==> src/rtl/uart_tx_fifo_if.sv <==
// CPU-side byte handshake for the buffered UART transmitter.
// The CPU offers data_in with data_valid; the transmitter's FIFO raises data_ready_o when it has room.
interface uart_tx_fifo_if;
    logic [7:0] data_in;
    logic       data_valid;
    logic       data_ready_o;

    modport master (
        output data_in,
        output data_valid,
        input  data_ready_o
    );

    modport slave (
        input  data_in,
        input  data_valid,
        output data_ready_o
    );
endinterface

==> src/rtl/uart_tx_fifo.sv <==
// Buffered 8N1 UART transmitter: a byte FIFO feeds a start/data/stop serialiser.
// Queued frames are sent back to back, with no idle cycle between a stop bit and the next start bit.
module uart_tx_fifo #(
    parameter int BAUD_RATE  = 9600,
    parameter int CLOCK_MHZ  = 10_00_000,
    parameter int FIFO_DEPTH = 8
) (
    input  logic                               clk,
    input  logic                               rst,
    uart_tx_fifo_if.slave                      bus,
    output logic                               bits,
    output logic                               busy,
    output logic [$clog2(FIFO_DEPTH+1)-1:0]    fifo_count
);
    localparam int CLKS_PER_BIT = CLOCK_MHZ / BAUD_RATE;
    localparam int CW = $clog2(FIFO_DEPTH + 1);
    localparam int PW = $clog2(FIFO_DEPTH);
    localparam int BW = (CLKS_PER_BIT > 1) ? $clog2(CLKS_PER_BIT) : 1;

    generate
        if (CLKS_PER_BIT < 2) begin : g_bad_baud
            $error("uart_tx_fifo: CLOCK_MHZ / BAUD_RATE must be at least 2");
        end
        if ((FIFO_DEPTH < 2) || ((FIFO_DEPTH & (FIFO_DEPTH - 1)) != 0)) begin : g_bad_depth
            $error("uart_tx_fifo: FIFO_DEPTH must be a power of 2 and at least 2");
        end
    endgenerate

    typedef enum logic [1:0] {S_IDLE, S_START, S_DATA, S_STOP} state_t;

    logic [7:0]    mem [FIFO_DEPTH];
    logic [PW-1:0] wr_ptr_q, wr_ptr_d;
    logic [PW-1:0] rd_ptr_q, rd_ptr_d;
    logic [CW-1:0] count_q, count_d;
    state_t        state_q, state_d;
    logic [BW-1:0] baud_q, baud_d;
    logic [2:0]    bit_idx_q, bit_idx_d;
    logic [7:0]    shift_q, shift_d;
    logic          bits_q, bits_d;
    logic          push, pop, baud_last, ready;

    // Ready comes only from the registered count, so a same-cycle pop never frees a full FIFO.
    assign ready     = (count_q != CW'(FIFO_DEPTH));
    assign push      = bus.data_valid && ready;
    assign baud_last = (baud_q == BW'(CLKS_PER_BIT - 1));

    assign bus.data_ready_o = ready;
    assign bits             = bits_q;
    assign fifo_count       = count_q;
    assign busy             = (state_q != S_IDLE) || (count_q != '0);

    always_ff @(posedge clk) begin
        if (push) begin
            mem[wr_ptr_q] <= bus.data_in;
        end
    end

    always_comb begin
        state_d   = state_q;
        baud_d    = baud_q;
        bit_idx_d = bit_idx_q;
        shift_d   = shift_q;
        bits_d    = bits_q;
        pop       = 1'b0;
        case (state_q)
            S_IDLE: begin
                bits_d = 1'b1;
                if (count_q != '0) begin
                    pop     = 1'b1;
                    shift_d = mem[rd_ptr_q];
                    baud_d  = '0;
                    state_d = S_START;
                    bits_d  = 1'b0;
                end
            end
            S_START: begin
                if (baud_last) begin
                    baud_d    = '0;
                    bit_idx_d = 3'd0;
                    state_d   = S_DATA;
                    bits_d    = shift_q[0];
                end else begin
                    baud_d = baud_q + 1'b1;
                end
            end
            S_DATA: begin
                if (baud_last) begin
                    baud_d = '0;
                    if (bit_idx_q == 3'd7) begin
                        state_d = S_STOP;
                        bits_d  = 1'b1;
                    end else begin
                        // Next bit is shift_q[1], which becomes shift[0] after this shift.
                        bit_idx_d = bit_idx_q + 3'd1;
                        shift_d   = {1'b0, shift_q[7:1]};
                        bits_d    = shift_q[1];
                    end
                end else begin
                    baud_d = baud_q + 1'b1;
                end
            end
            S_STOP: begin
                if (baud_last) begin
                    baud_d = '0;
                    if (count_q != '0) begin
                        pop     = 1'b1;
                        shift_d = mem[rd_ptr_q];
                        state_d = S_START;
                        bits_d  = 1'b0;
                    end else begin
                        state_d = S_IDLE;
                        bits_d  = 1'b1;
                    end
                end else begin
                    baud_d = baud_q + 1'b1;
                end
            end
            default: begin
                state_d = S_IDLE;
                bits_d  = 1'b1;
            end
        endcase
    end

    always_comb begin
        wr_ptr_d = push ? wr_ptr_q + 1'b1 : wr_ptr_q;
        rd_ptr_d = pop  ? rd_ptr_q + 1'b1 : rd_ptr_q;
        case ({push, pop})
            2'b10:   count_d = count_q + CW'(1);
            2'b01:   count_d = count_q - CW'(1);
            default: count_d = count_q;
        endcase
    end

    always_ff @(posedge clk or posedge rst) begin
        if (rst) begin
            wr_ptr_q  <= '0;
            rd_ptr_q  <= '0;
            count_q   <= '0;
            state_q   <= S_IDLE;
            baud_q    <= '0;
            bit_idx_q <= 3'd0;
            shift_q   <= 8'h00;
            bits_q    <= 1'b1;
        end else begin
            wr_ptr_q  <= wr_ptr_d;
            rd_ptr_q  <= rd_ptr_d;
            count_q   <= count_d;
            state_q   <= state_d;
            baud_q    <= baud_d;
            bit_idx_q <= bit_idx_d;
            shift_q   <= shift_d;
            bits_q    <= bits_d;
        end
    end
endmodule
==> src/flat_wrapper.sv <==
// flat-port wrapper written by rule: the top's interface ports become plain ports
module uart_tx_fifo_flat 
#(
    parameter int BAUD_RATE  = 9600,
    parameter int CLOCK_MHZ  = 10_00_000,
    parameter int FIFO_DEPTH = 8
)
  (clk, rst, bits, busy, fifo_count, bus_data_in, bus_data_valid, bus_data_ready_o);
  uart_tx_fifo_if bus_i ();
  input  logic clk;
  input  logic rst;
  output logic bits;
  output logic busy;
  output logic [$clog2(FIFO_DEPTH+1)-1:0] fifo_count;
  input wire logic [$bits(bus_i.data_in)-1:0] bus_data_in;
  input wire logic [$bits(bus_i.data_valid)-1:0] bus_data_valid;
  output wire logic [$bits(bus_i.data_ready_o)-1:0] bus_data_ready_o;
  assign bus_i.data_in = bus_data_in;
  assign bus_i.data_valid = bus_data_valid;
  assign bus_data_ready_o = bus_i.data_ready_o;
  uart_tx_fifo #(.BAUD_RATE(BAUD_RATE), .CLOCK_MHZ(CLOCK_MHZ), .FIFO_DEPTH(FIFO_DEPTH)) u_core (.clk(clk), .rst(rst), .bus(bus_i), .bits(bits), .busy(busy), .fifo_count(fifo_count));
endmodule
==> config.mk <==
export PLATFORM = sky130hd
export DESIGN_NAME = uart_tx_fifo_flat
export DESIGN_NICKNAME = d
export VERILOG_FILES = /design/src/rtl/uart_tx_fifo_if.sv /design/src/rtl/uart_tx_fifo.sv /design/src/flat_wrapper.sv
export SDC_FILE = /design/constraint.sdc
export NUM_CORES = 1
export LEC_CHECK = 0
export ABC_AREA = 1
export BUFFER_PORTS_ARGS = -buffer_cell sky130_fd_sc_hd__buf_2
export CORE_ASPECT_RATIO = 0.8
export CORE_MARGIN = 2
export CORE_UTILIZATION = 34
export DETAILED_ROUTE_END_ITERATION = 8
export SETUP_SLACK_MARGIN = 0.1
export SLEW_MARGIN = 20
export SYNTH_ARGS = -nofsm -noshare
export SYNTH_HDL_FRONTEND = slang
export SYNTH_SLANG_ARGS = --single-unit
==> constraint.sdc <==
create_clock -name clk -period 2.8 [get_ports clk]
set_input_delay 0.14 -clock clk [delete_from_list [all_inputs] [get_ports clk]]
set_output_delay 0.14 -clock clk [all_outputs]
set_load 0.1 [all_outputs]
### Word level (Yosys, flattened, before mapping)

Memory sizes are Yosys's and may differ from the RTL's.
Index checks and enable logic that the tools add are counted.

| storage, ports and cells | value |
|---|---|
| register bits after elaboration | 31 |
| word-level logic and storage cells | 73 |
| output and inout bits | 7 |
| memories kept | 1 |
| bits of input ports | 11 |
| bits in writable memories | 64 |

Memories:

| memory | depth | bits a word | read ports | clocked after Yosys merged registers in | write ports | RTL line | source |
|---|---|---|---|---|---|---|---|
| u_core.mem | 8 | 8 | 1 | 0 | 1 | uart_tx_fifo.sv:31 | `logic [7:0] mem [FIFO_DEPTH];` |

| operators by class | value |
|---|---|
| reduce and logical (&&, ||, !) cells | 13 |
| add/subtract/negate cells | 6 |
| eq/ne operators | 14 |
| mux-type cells | 31 |

Operators by type and width:

| kind | number |
|---|---|
| two-way mux 8 bit | 4 |
| case mux 8 bit (3 select lines) | 1 |
| two-way mux 7 bit | 2 |
| case mux 7 bit (2 select lines) | 1 |
| two-way mux 1 bit | 10 |
| two-way mux 2 bit | 5 |
| inequality test 2 x 1 -> 1 bit, second input constant | 5 |
| adder 3 x 1 -> 3 bit, second input constant | 3 |
| two-way mux 3 bit | 3 |
| case mux 2 bit (4 select lines) | 1 |
| case mux 4 bit (2 select lines) | 1 |
| AND reduction 4 bit | 2 |
| adder 7 x 1 -> 7 bit, second input constant | 1 |
| == test 7 bit, second input constant | 1 |
| == test 2 bit, second input constant | 3 |
| case mux 3 bit (2 select lines) | 1 |
| nonzero test 2 bit | 3 |
| AND reduction 5 bit | 1 |
| adder 4 x 1 -> 4 bit, second input constant | 1 |
| == test 2 x 1 -> 1 bit, second input constant | 2 |
| inequality test 4 bit, second input constant | 1 |
| case mux 1 bit (4 select lines) | 1 |
| nonzero test 4 bit | 1 |
| subtractor 4 x 1 -> 4 bit, second input constant | 1 |
| other kinds (9) | 9 |

### Logic depth before layout (Yosys ltp)

Gate-level depths: netlist of run 1.

| depth | value |
|---|---|
| depth after elaboration | 6 |
| depth in mapped cells | 16 |

### Worst setup path before layout of run 1

OpenSTA, ideal clock, no wires.

| path | value |
|---|---|
| path kind | reg2reg |
| start point | register u_core.count_q[3], in the netlist u_core.fifo_count[3] |
| end point | register u_core.count_q[2], in the netlist u_core.fifo_count[2] |
| cell stages (with the launch flop) | 9 |
| period minus slack after synthesis | 3,434 ps |
| data arrival time | 3,351 ps |
| path buffers | 0 |
| slack | -634 ps |
| required time | 2,717 ps |
| cell sequence | dfrtp_1 nand3_1 nand2_1 ha_1 xor2_1 ha_1 a21oi_1 xor2_1 o21ai_0 |

| between the ends | value |
|---|---|
| elaborated cells on any way between the ends | 10 |
| classes of those cells | eq/ne (3); mux (4); reduce/logical (3) |

RTL lines:

| what | RTL line | source |
|---|---|---|
| from (decl) | uart_tx_fifo.sv:34 | `logic [CW-1:0] count_q, count_d;` |
| from (signal assigned) | uart_tx_fifo.sv:148 | `count_q <= count_d;` |
| inequality test 4 bit (*) | uart_tx_fifo.sv:43 | `assign ready = (count_q != CW'(FIFO_DEPTH));` |
| named net bus_data_ready_o | flat_wrapper.sv:17 | `output wire logic [$bits(bus_i.data_ready_o)-1:0] bus_data_ready_o;` |
| logical AND 1 bit (*) | uart_tx_fifo.sv:44 | `assign push = bus.data_valid && ready;` |
| == test 2 x 1 -> 1 bit or == test 2 bit (tied branches) | uart_tx_fifo.sv:128 | `case ({push, pop})` |
| case mux 4 bit (2 select lines) or nonzero test 2 bit (tied branches) | n/a |  |

Mark *: on every way through the listed nets, which the timed path passes. The rest lies on a longest branch.
A chain may end at the register's enable or synchronous reset.

### Worst setup path in the final report of run 1

| path | value |
|---|---|
| start point | register u_core.baud_q[0] |
| end point | register u_core.count_q[2], in the netlist u_core.fifo_count[2] |

| between the ends | value |
|---|---|
| longest elaborated chain between the ends | 5 |
| elaborated cells on any way between the ends | 7 |
| classes of those cells | eq/ne (3); mux (3); reduce/logical (1) |

RTL lines:

| what | RTL line | source |
|---|---|---|
| from (decl) | uart_tx_fifo.sv:36 | `logic [BW-1:0] baud_q, baud_d;` |
| from (signal assigned) | uart_tx_fifo.sv:150 | `baud_q <= baud_d;` |
| == test 7 bit (*) | uart_tx_fifo.sv:45 | `assign baud_last = (baud_q == BW'(CLKS_PER_BIT - 1));` |
| two-way mux 1 bit (*) | uart_tx_fifo.sv:103 | `if (baud_last) begin` |
| case mux 1 bit (2 select lines) (*) | uart_tx_fifo.sv:65 | `case (state_q)` |
| named net u_core.pop | uart_tx_fifo.sv:40 | `logic push, pop, baud_last, ready;` |
| == test 2 x 1 -> 1 bit or == test 2 bit (tied branches) | uart_tx_fifo.sv:128 |  |
| case mux 4 bit (2 select lines) or nonzero test 2 bit (tied branches) | n/a |  |

Marked as above.

==> impl_metrics.env, run 1 <==
export IMPL_status="finished, final reports clean"
export IMPL_hold_viol=0
export IMPL_register_area_um2=2700
export IMPL_switchingPower_w=0.00119
export IMPL_slew_viol_final=0
export IMPL_grt_ovfl_total=0
export IMPL_min_period_ps=2470
export IMPL_die_area_um2=13500
export IMPL_drcViolationCount=0
export IMPL_synth_edff_count=64
export IMPL_p_leak_nw=2.13
export IMPL_start_util=0.350
export IMPL_avgSynthCellArea_um2=10.1
export IMPL_ys_ff_latch=95
export IMPL_drv_cap=0
export IMPL_setup_viol_count_final=0
export IMPL_clockBufferDepth=2
export IMPL_p_int_w=0.00250
export IMPL_syn_cell_area_um2=4270
export IMPL_tightest_slew_ps=821
export IMPL_post_drt_wl_per_cell_um=13.7
export IMPL_critical_path_class="reg2reg"
export IMPL_drt_initial_drc_count=234
export IMPL_clock_latency_ps=340
export IMPL_cp_required_ps=3020
export IMPL_boundaryPins=18
export IMPL_grt_pass1_vias=2807
export IMPL_track_usage=0.138
export IMPL_reg2regPathDepth=13
export IMPL_crit_path_end_kind="flop"
export IMPL_fin_worst_skew_ps=8.43
export IMPL_antenna_left=0
export IMPL_die_h_um=104
export IMPL_fillerInstances=1150
export IMPL_synth_nets=448
export IMPL_yosysMostFrequentCell="nand2_1"
export IMPL_seqPwrFrac=0.484
export IMPL_slew_headroom=0.452
export IMPL_multiInputGateArea_um2=1410
export IMPL_io_buffers=17
export IMPL_comb_power_share=0.193
export IMPL_die_w_um=129
export IMPL_clock_sinks=95
export IMPL_wirelength_um=8660
export IMPL_antenna_found_initial=0
export IMPL_syn_to_final_growth_pct=15.7
export IMPL_synth_top_area_frac=0.450
export IMPL_hold_path_depth=1
export IMPL_p_total_w=0.00370
export IMPL_cp_max_fo=9
export IMPL_num_vias=2876
export IMPL_cts_tree="yes"
export IMPL_htreeDepth=3
export IMPL_synth_cell_types=29
export IMPL_swShare=0.323
export IMPL_p_clk_frac=0.323
export IMPL_numCtsBuffers=9
export IMPL_min_period_over_period=0.883
export IMPL_n_antenna_cell=0
export IMPL_cts_root_buf="clkbuf_16"
export IMPL_grt_pass1_wl_um=14200
export IMPL_ys_top_cells_by_area="edfxtp_1, dfrtp_1, nand2_1, nand3_1, ha_1"
export IMPL_yosysSeqAreaShare=0.631
export IMPL_synth_top_area_cell="edfxtp_1"
export IMPL_worstPathArrival_ps=2690
export IMPL_via_per_inst=4.57
export IMPL_power_density_nw_per_um2=748
export IMPL_rows=36
export IMPL_ys_async_sr_fraction=0.326
export IMPL_dp_hpwl_um=5660
export IMPL_tns_ps=0
export IMPL_rsz0062_at_grt="false"
export IMPL_fmaxAchievable_mhz=404
export IMPL_syn_instance_count=424
export IMPL_cp_start_kind="flop"
export IMPL_yosys_warnings=0
export IMPL_fin_nets=478
export IMPL_clkTransAtPathRegs_ps=70
export IMPL_coreArea_um2=12200
export IMPL_ys_flop_type="edfxtp_1"
export IMPL_vdd_drop_max_v=0.000377
export IMPL_hold_class="in2reg"
export IMPL_yosys_top_cells_count="nand2_1, nand3_1, edfxtp_1, nor2_1, dfrtp_1"
export IMPL_first_pass_iters=4
export IMPL_grt_start_max_net_pins=34
export IMPL_place_gp_congestion=0.772
export IMPL_drive_above_1_share=0.133
[flip-flops by register name, summed over array words and instances, names as in the netlist]
register and count:
u_core.wr_ptr_q 3, u_core.state_q 2, u_core.rd_ptr_q 3, u_core.baud_q 7, u_core.mem 64, u_core.shift_q 8, u_core.bits 1, u_core.fifo_count 4
u_core.bit_idx_q 3
[cell type report]
class | instances | share of cell area
multi-input cells | 284 | 0.285
clock inverters | 7 | 0.0144
inverters | 32 | 0.0243
flip-flops and latches | 95 | 0.547
clock buffers | 9 | 0.0455
well taps | 171 | 0.0433
repair buffers | 32 | 0.0405
[final timing paths]
kind,slack [ps],start,endpoint
setup reg to reg,330,u_core.baud_q[0]$_DFFE_PP0N_,u_core.fifo_count[2]$_DFFE_PP0P_
setup / recovery,330,u_core.baud_q[0]$_DFFE_PP0N_,u_core.fifo_count[2]$_DFFE_PP0P_
max in group asynchronous,1660,rst,u_core.shift_q[1]$_DFFE_PP0P_
hold reg to reg,480,u_core.shift_q[5]$_DFFE_PP0P_,u_core.shift_q[5]$_DFFE_PP0P_
hold / removal,60,bus_data_in[5],u_core.mem[6][5]$_DFFE_PP_
min in group asynchronous,470,rst,u_core.wr_ptr_q[0]$_DFFE_PP0P_
[metal layers]
layer,track usage,part of all wire
met1,0.178,0.47
met2,0.220,0.47
met3,0.0391,0.044
met4,0.0520,0.011
met5,0,0
[cells in the final DEF (no fill, tap or decap), types with 2 or more instances in the layout]
master | netlist | routed
nand2_1 | 130 | 130
nor2_1 | 31 | 31
buf_4 | 0 | 14
inv_1 | 29 | 29
o21ai_0 | 17 | 17
dfrtp_2 | 0 | 4
edfxtp_1 | 64 | 64
o211ai_1 | 2 | 2
a21oi_1 | 2 | 2
nand4_1 | 2 | 2
buf_2 | 7 | 17
nand3_4 | 1 | 2
nand2_2 | 2 | 2
inv_8 | 0 | 3
ha_1 | 13 | 13
clkbuf_16 | 0 | 9
dfrtp_1 | 30 | 26
xnor2_1 | 2 | 2
clkinv_1 | 2 | 2
nand3_1 | 66 | 65
o22ai_1 | 2 | 2
xor2_1 | 7 | 6
[cells by family after synthesis]
kind of cell	synth area share
adder cells (fa/ha/maj)	0.0381
buffers and inverters	0.0433
AND/OR/NAND/NOR	0.235
XOR/XNOR	0.0184
flip-flops	0.631
AO/OA/AOI/OAI	0.0340
[power groups by stage]
stage	sequential, W	combinational (W)	clock [W]
after floorplan	0.00200	0.000322	0
after global placement	0.00181	0.000703	0
after detailed placement	0.00181	0.000722	0
after CTS	0.00179	0.000724	0.00123
after global routing	0.00181	0.000788	0.00128
final	0.00179	0.000715	0.00119
[per-stage QoR]
| stage | hold slack, ps | utilization | cells | setup WS [ps] | cell area [um^2] |
|---|---|---|---|---|---|
| after floorplan | 239 | - | 424 | 272 | 4290 |
| after global placement | 315 | 0.379 | 613 | 464 | 4630 |
| after detailed placement | 316 | 0.379 | 613 | 274 | 4630 |
| after CTS | 50.0 | 0.404 | 630 | 282 | 4940 |
| after global routing | 61.3 | 0.405 | 630 | 106 | 4940 |
| final | 62.8 | 0.405 | 630 | 327 | 4940 |
[repair_timing]
item	CTS	global route
endpoints found under the setup margin	0	1
buffers inserted	0	0
gates resized for setup	0	1
hold endpoints to repair	17	0
hold buffers	1	0
[critical path, cell delays in order (launching register included)]
cell	delay, ps
dfrtp_1	410
ha_1	220
nand2_1	100
nor2_1	60
nand2_2	140
nand2_1	150
nand2_1	150
inv_1	110
ha_1	270
xor2_2	180
ha_1	200
a21oi_1	140
xor2_1	140
o21ai_0	80
No activity file was read; power rests on OpenSTA's default activity.
==> run 2, diff against run 1 <==
RECOVER_POWER = 100   (was unset)
==> run 2 against run 1 <==
Effect of this change:
- cell count stayed put
- core utilization is 0.63 points lower
- count of clock-buffer cells in the layout stayed put
- setup slack worse by 16 ps
- power is 0.86% lower
- critical path depth is 5 lower
- sequential power hardly changed
- global-route usage stayed put
- routed wire length is 0.33% higher
- combinational power is 5.2% lower
==> impl_metrics.env, run 2 (synthesized netlist as in run 1, its figures left out) <==
export IMPL_place_gp_congestion=0.772
export IMPL_cts_tree="yes"
export IMPL_clockBufferDepth=2
export IMPL_slew_viol_final=0
export IMPL_place_inst=613
export IMPL_min_period_over_period=0.889
export IMPL_power_density_nw_per_um2=753
export IMPL_vdd_drop_max_v=0.000377
export IMPL_grt_pass1_vias=2807
export IMPL_tns_ps=0
export IMPL_track_usage=0.138
export IMPL_most_common_layout_cells="nand2_1, nand3_1, edfxtp_1"
export IMPL_fin_worst_skew_ps=8.74
export IMPL_fillerInstances=1169
export IMPL_hold_class="in2reg"
export IMPL_die_w_um=129
export IMPL_layout_commonest_cell="nand2_1"
export IMPL_top_register="u_core.mem"
export IMPL_status="finished, final reports clean"
export IMPL_slew_headroom=0.220
export IMPL_largest_reg_flops=64
export IMPL_syn_to_final_growth_pct=13.9
export IMPL_drive_above_1_share=0.0675
export IMPL_num_vias=2906
export IMPL_crit_path_end_kind="flop"
export IMPL_setup_viol_count_final=0
export IMPL_n_antenna_cell=0
export IMPL_drv_cap=0
export IMPL_dp_hpwl_um=5660
export IMPL_grt_start_max_net_pins=34
export IMPL_clkTransAtPathRegs_ps=70
export IMPL_rsz0062_at_grt="false"
export IMPL_via_per_inst=4.61
export IMPL_coreArea_um2=12200
export IMPL_start_util=0.350
export IMPL_die_area_um2=13500
export IMPL_critical_path_class="reg2reg"
export IMPL_min_period_ps=2490
export IMPL_fmaxAchievable_mhz=402
export IMPL_htreeDepth=3
export IMPL_die_h_um=104
export IMPL_drt_initial_drc_count=198
export IMPL_clock_sinks=95
export IMPL_first_pass_iters=4
export IMPL_antenna_left=0
export IMPL_boundaryPins=18
export IMPL_io_buffers=17
export IMPL_cp_required_ps=3020
export IMPL_p_leak_nw=2.04
export IMPL_antenna_found_initial=0
export IMPL_drcViolationCount=0
export IMPL_grt_pass1_wl_um=14200
export IMPL_dp_slack_ps=274
export IMPL_tightest_slew_ps=1170
export IMPL_grt_ovfl_total=0
export IMPL_clock_latency_ps=350
export IMPL_wirelength_um=8690
export IMPL_fin_nets=478
export IMPL_rows=36
export IMPL_cp_max_fo=16
export IMPL_setup_ws_ps=311
export IMPL_hold_viol=0
export IMPL_post_cts_buffers=0
export IMPL_finalNonFillerCells=630
export IMPL_cts_root_buf="clkbuf_16"
export IMPL_cp_start_kind="flop"
export IMPL_largestRegisters="u_core.mem (64), u_core.shift_q (8), u_core.baud_q (7)"
export IMPL_numCtsBuffers=9
export IMPL_post_drt_wl_per_cell_um=13.8
export IMPL_p_total_w=0.00367
export IMPL_worstPathArrival_ps=2710
[run 2: path summary, 6_finish.rpt]
path | start | to | slack [ps] | depth (start not counted)
worst max-delay path | u_core.state_q[0]$_DFFE_PP0P_ | u_core.shift_q[0]$_DFFE_PP0P_ | 310 | 8
worst min-delay path | bus_data_in[5] | u_core.mem[4][5]$_DFFE_PP_ | 140 | 1
worst max register to register | u_core.state_q[0]$_DFFE_PP0P_ | u_core.shift_q[0]$_DFFE_PP0P_ | 310 | 8
worst min register to register | u_core.shift_q[5]$_DFFE_PP0P_ | u_core.shift_q[5]$_DFFE_PP0P_ | 480 | 2
max in group asynchronous | rst | u_core.shift_q[1]$_DFFE_PP0P_ | 1270 | 4
min in group asynchronous | rst | u_core.wr_ptr_q[0]$_DFFE_PP0P_ | 470 | 3
[run 2: layout make-up]
cell class,instances,area [um^2],share of cell area
sequential,95,2700,0.555
multi-input combinational,284,1400,0.287
clock buffer,9,225,0.0463
tap,171,214,0.0439
timing repair buffer,32,140,0.0288
inverter,32,120,0.0247
clock inverter,7,71.3,0.0146
[run 2: critical path, stage by stage (launching register included)]
cell	delay, ps
dfrtp_1	440
inv_1	140
ha_1	290
inv_1	310
or2_0	390
nand2_2	110
nand3_1	390
nor2_1	230
a21oi_1	80
[run 2: routing by layer]
layer  routed length (um)  track usage  vias up
li1                     -            -     1479
met1                 3980        0.178     1366
met2                 4120        0.220       47
met3                  437       0.0391       14
met4                  150       0.0520        0
met5                    0            0        -
[run 2: report_power, final]
part	internal, W	leakage (nW)	switching (W)
clock	0.000630	0.145	0.000567
combinational	0.000140	0.943	0.000538
sequential	0.00170	0.955	0.0000926
[run 2: what timing repair did]
action | 4_1_cts | 5_1_grt
endpoints found under the setup margin | 0 | 1
hold buffers | 1 | 0
hold endpoints to repair | 17 | 0
resized for setup | 0 | 1
[run 2: metrics by stage]
step                      hold slack [ps]  cell area, um^2  utilization
after floorplan                       239             4290            -
after CTS                            50.0             4940        0.404
after detailed placement              316             4630        0.379
after global placement                315             4630        0.379
after global routing                  147             4870        0.399
final                                 136             4870        0.399
==> run 3, diff against run 2 <==
ABC_AREA = unset   (was 1)
==> run 3 against run 2 <==
Effect of this change:
- the run now ends with capacitance limit, slew limit left
- die area decreased by 1.4%
- sequential cell count unchanged
- sequential power increased by 20%
- routed wire length decreased by 8.8%
- count of clock-buffer cells in the layout unchanged
- synthesized cell count decreased by 35%
- register-to-register slack got worse by 60 ps
- synthesized area decreased by 1.5%
- largest cell class unchanged
- largest power group unchanged
- highest routed layer unchanged
==> impl_metrics.env, run 3 <==
export IMPL_vdd_drop_max_v=0.000482
export IMPL_rr_startpoint="u_core.bit_idx_q[0]$_DFFE_PP0P_"
export IMPL_largestRegisters="u_core.mem (64), u_core.shift_q (8), u_core.baud_q (7)"
export IMPL_cp_max_fo=8
export IMPL_critical_path_class="reg2reg"
export IMPL_track_usage=0.130
export IMPL_violations="capacitance limit, slew limit"
export IMPL_grt_pass1_wl_um=13000
export IMPL_syn_to_final_growth_pct=15.3
export IMPL_cp_start_kind="flop"
export IMPL_drcViolationCount=0
export IMPL_antenna_found_initial=0
export IMPL_syn_instance_count=277
export IMPL_synth_edff_count=64
export IMPL_htreeDepth=3
export IMPL_rows=36
export IMPL_antenna_left=0
export IMPL_p_total_w=0.00567
export IMPL_worstPathArrival_ps=2760
export IMPL_holdWs_ps=97.4
export IMPL_hold_start="bus_data_valid"
export IMPL_post_drt_wl_per_cell_um=17.0
export IMPL_numCtsBuffers=9
export IMPL_dp_hpwl_um=5360
export IMPL_synth_top_family_by_area="multiplexers"
export IMPL_largest_reg_flops=64
export IMPL_synth_top_area_cell="edfxtp_1"
export IMPL_power_density_nw_per_um2=1170
export IMPL_grt_ovfl_total=0
export IMPL_fin_util=0.401
export IMPL_yosys_top_cells_count="edfxtp_1, dfrtp_1, mux4_2, o21ai_0, ha_1"
export IMPL_synth_xor_area_share=0.0208
export IMPL_fillerInstances=1089
export IMPL_synth_cell_types=47
export IMPL_synth_simple_gate_area_share=0.0802
export IMPL_clockBufferDepth=2
export IMPL_ys_ff_latch=95
export IMPL_wirelength_um=7930
export IMPL_cts_tree="yes"
export IMPL_io_buffers=17
export IMPL_slew_viol_final=32
export IMPL_crit_path_start="u_core.bit_idx_q[0]$_DFFE_PP0P_"
export IMPL_syn_cell_area_um2=4210
export IMPL_cp_required_ps=3010
export IMPL_post_cts_buffers=0
export IMPL_setup_viol_count_final=0
export IMPL_n_antenna_cell=0
export IMPL_cp_slowest_cell="or4bb_1"
export IMPL_synth_nets=301
export IMPL_yosysSeqAreaShare=0.641
export IMPL_status="complete, but fails checks"
export IMPL_drv_cap=1
export IMPL_first_pass_iters=4
export IMPL_place_gp_congestion=0.802
export IMPL_hold_viol=0
export IMPL_grt_start_max_net_pins=32
export IMPL_grt_pass1_vias=2473
export IMPL_top_register="u_core.mem"
export IMPL_drive_above_1_share=0.178
export IMPL_fin_worst_skew_ps=7.58
export IMPL_drt_initial_drc_count=154
export IMPL_most_common_layout_cells="edfxtp_1, dfrtp_1, clkbuf_1"
export IMPL_synthAdderAreaFrac=0.0386
export IMPL_yosysMostFrequentCell="edfxtp_1"
export IMPL_synth_compound_area_frac=0.0722
export IMPL_rsz0062_at_grt="false"
export IMPL_min_period_over_period=0.910
export IMPL_start_util=0.348
export IMPL_slew_headroom=-0.147
export IMPL_tns_ps=0
export IMPL_min_period_ps=2550
export IMPL_hold_class="in2reg"
export IMPL_die_area_um2=13300
export IMPL_fmaxAchievable_mhz=393
export IMPL_muxShareOfSynthArea=0.128
export IMPL_cpPeakStageDelay_ps=520
export IMPL_synth_top_area_frac=0.456
export IMPL_layout_commonest_cell="edfxtp_1"
export IMPL_yosys_warnings=0
export IMPL_die_h_um=104
export IMPL_via_per_inst=5.10
export IMPL_p_leak_nw=1.73
export IMPL_ys_top_cells_by_area="edfxtp_1, dfrtp_1, mux4_2, ha_1, o21ai_0"
export IMPL_cts_root_buf="clkbuf_16"
export IMPL_clock_latency_ps=330
export IMPL_num_vias=2381
export IMPL_ys_flop_type="edfxtp_1"
export IMPL_finalNonFillerCells=467
export IMPL_fin_nets=335
export IMPL_boundaryPins=18
export IMPL_die_w_um=128
export IMPL_tightest_slew_ps=1720
export IMPL_ys_async_sr_fraction=0.326
export IMPL_worstPathCellList="ha_1 > ha_1 > or4bb_1 > o32a_1 > a21oi_2 > mux2_1"
export IMPL_crit_path_frequent_cell="ha_1"
export IMPL_place_inst=451
export IMPL_clock_sinks=95
export IMPL_coreArea_um2=12100
export IMPL_clkTransAtPathRegs_ps=70
export IMPL_crit_path_end_kind="flop"
export IMPL_avgSynthCellArea_um2=15.2
==> run 3: cell count changes in the layout (fill, tap and decap cells not counted), moves of 4 or more <==
cell      change
mux4_2       +16
nor2_1       -19
nor3_1       +10
mux2i_1       +5
mux2_2        +6
nand2b_1      +5
nand2_1     -124
a21oi_1       +8
inv_1        -18
nand3_1      -60
mux2_1        +4
==> run 3: final timing paths <==
kind	cells past startpoint	slack [ps]	endpoint
setup reg to reg	6	250	u_core.shift_q[6]$_DFFE_PP0P_
max in group asynchronous	4	720	u_core.fifo_count[2]$_DFFE_PP0P_
hold / removal	3	100	u_core.wr_ptr_q[2]$_DFFE_PP0P_
min in group asynchronous	4	960	u_core.fifo_count[3]$_DFFE_PP0P_
hold reg to reg	1	490	u_core.shift_q[2]$_DFFE_PP0P_
setup / recovery	6	250	u_core.shift_q[6]$_DFFE_PP0P_
==> run 3: kinds of logic (layout without fill, tap and decap cells) <==
kind of cell | Yosys count | in the layout
buffers and inverters | 21 | 59
adder cells (fa/ha/maj) | 13 | 13
AND/OR/NAND/NOR | 60 | 60
multiplexers | 31 | 31
XOR/XNOR | 10 | 10
flip-flops | 95 | 95
AO/OA/AOI/OAI | 47 | 47
==> run 3: what timing repair did <==
action                     CTS  global route
gates resized for setup      0             3
setup endpoints to repair    0             1
hold endpoints to repair    30             0
hold buffers                 1             0
==> run 3: critical path, delay by kind of cell (launching register included) <==
kind | cells | cell delay [ps]
AOI/OAI and AO/OA | 2 | 630
muxes | 1 | 370
DFF | 1 | 410
adders and majority gates | 2 | 490
and+or+nand+nor | 1 | 520
==> run 3: routing by layer <==
| layer | track usage | vias to the layer above | wire length, um |
|---|---|---|---|
| li1 | - | 1133 | - |
| met1 | 0.183 | 1220 | 3960 |
| met2 | 0.199 | 23 | 3720 |
| met3 | 0.0269 | 5 | 186 |
| met4 | 0.0447 | 0 | 68 |
| met5 | 0 | - | 0 |
==> run 3: area by class of cell <==
| type | count | area, um^2 | area share |
|---|---|---|---|
| inverters | 12 | 45.0 | 0.00927 |
| clock inverters | 6 | 115 | 0.0237 |
| repair buffers | 32 | 145 | 0.0299 |
| flip-flops and latches | 95 | 2700 | 0.556 |
| multi-input cells | 161 | 1430 | 0.295 |
| well taps | 152 | 190 | 0.0392 |
| clock buffers | 9 | 225 | 0.0464 |
==> run 3: through the flow <==
| stage | cell area (um^2) | setup slack, ps |
|---|---|---|
| 6_report | 4860 | 253 |
| 5_1_grt | 4860 | 63.8 |
| 4_1_cts | 4950 | 213 |
| 3_5_place_dp | 4600 | 223 |
| 3_3_place_gp | 4600 | 289 |
| 2_1_floorplan | 4250 | 126 |
==> run 3: report_power, final <==
part           switching, W  internal [W]
Combinational       0.00126      0.000873
Clock              0.000508      0.000874
Sequential         0.000288       0.00186
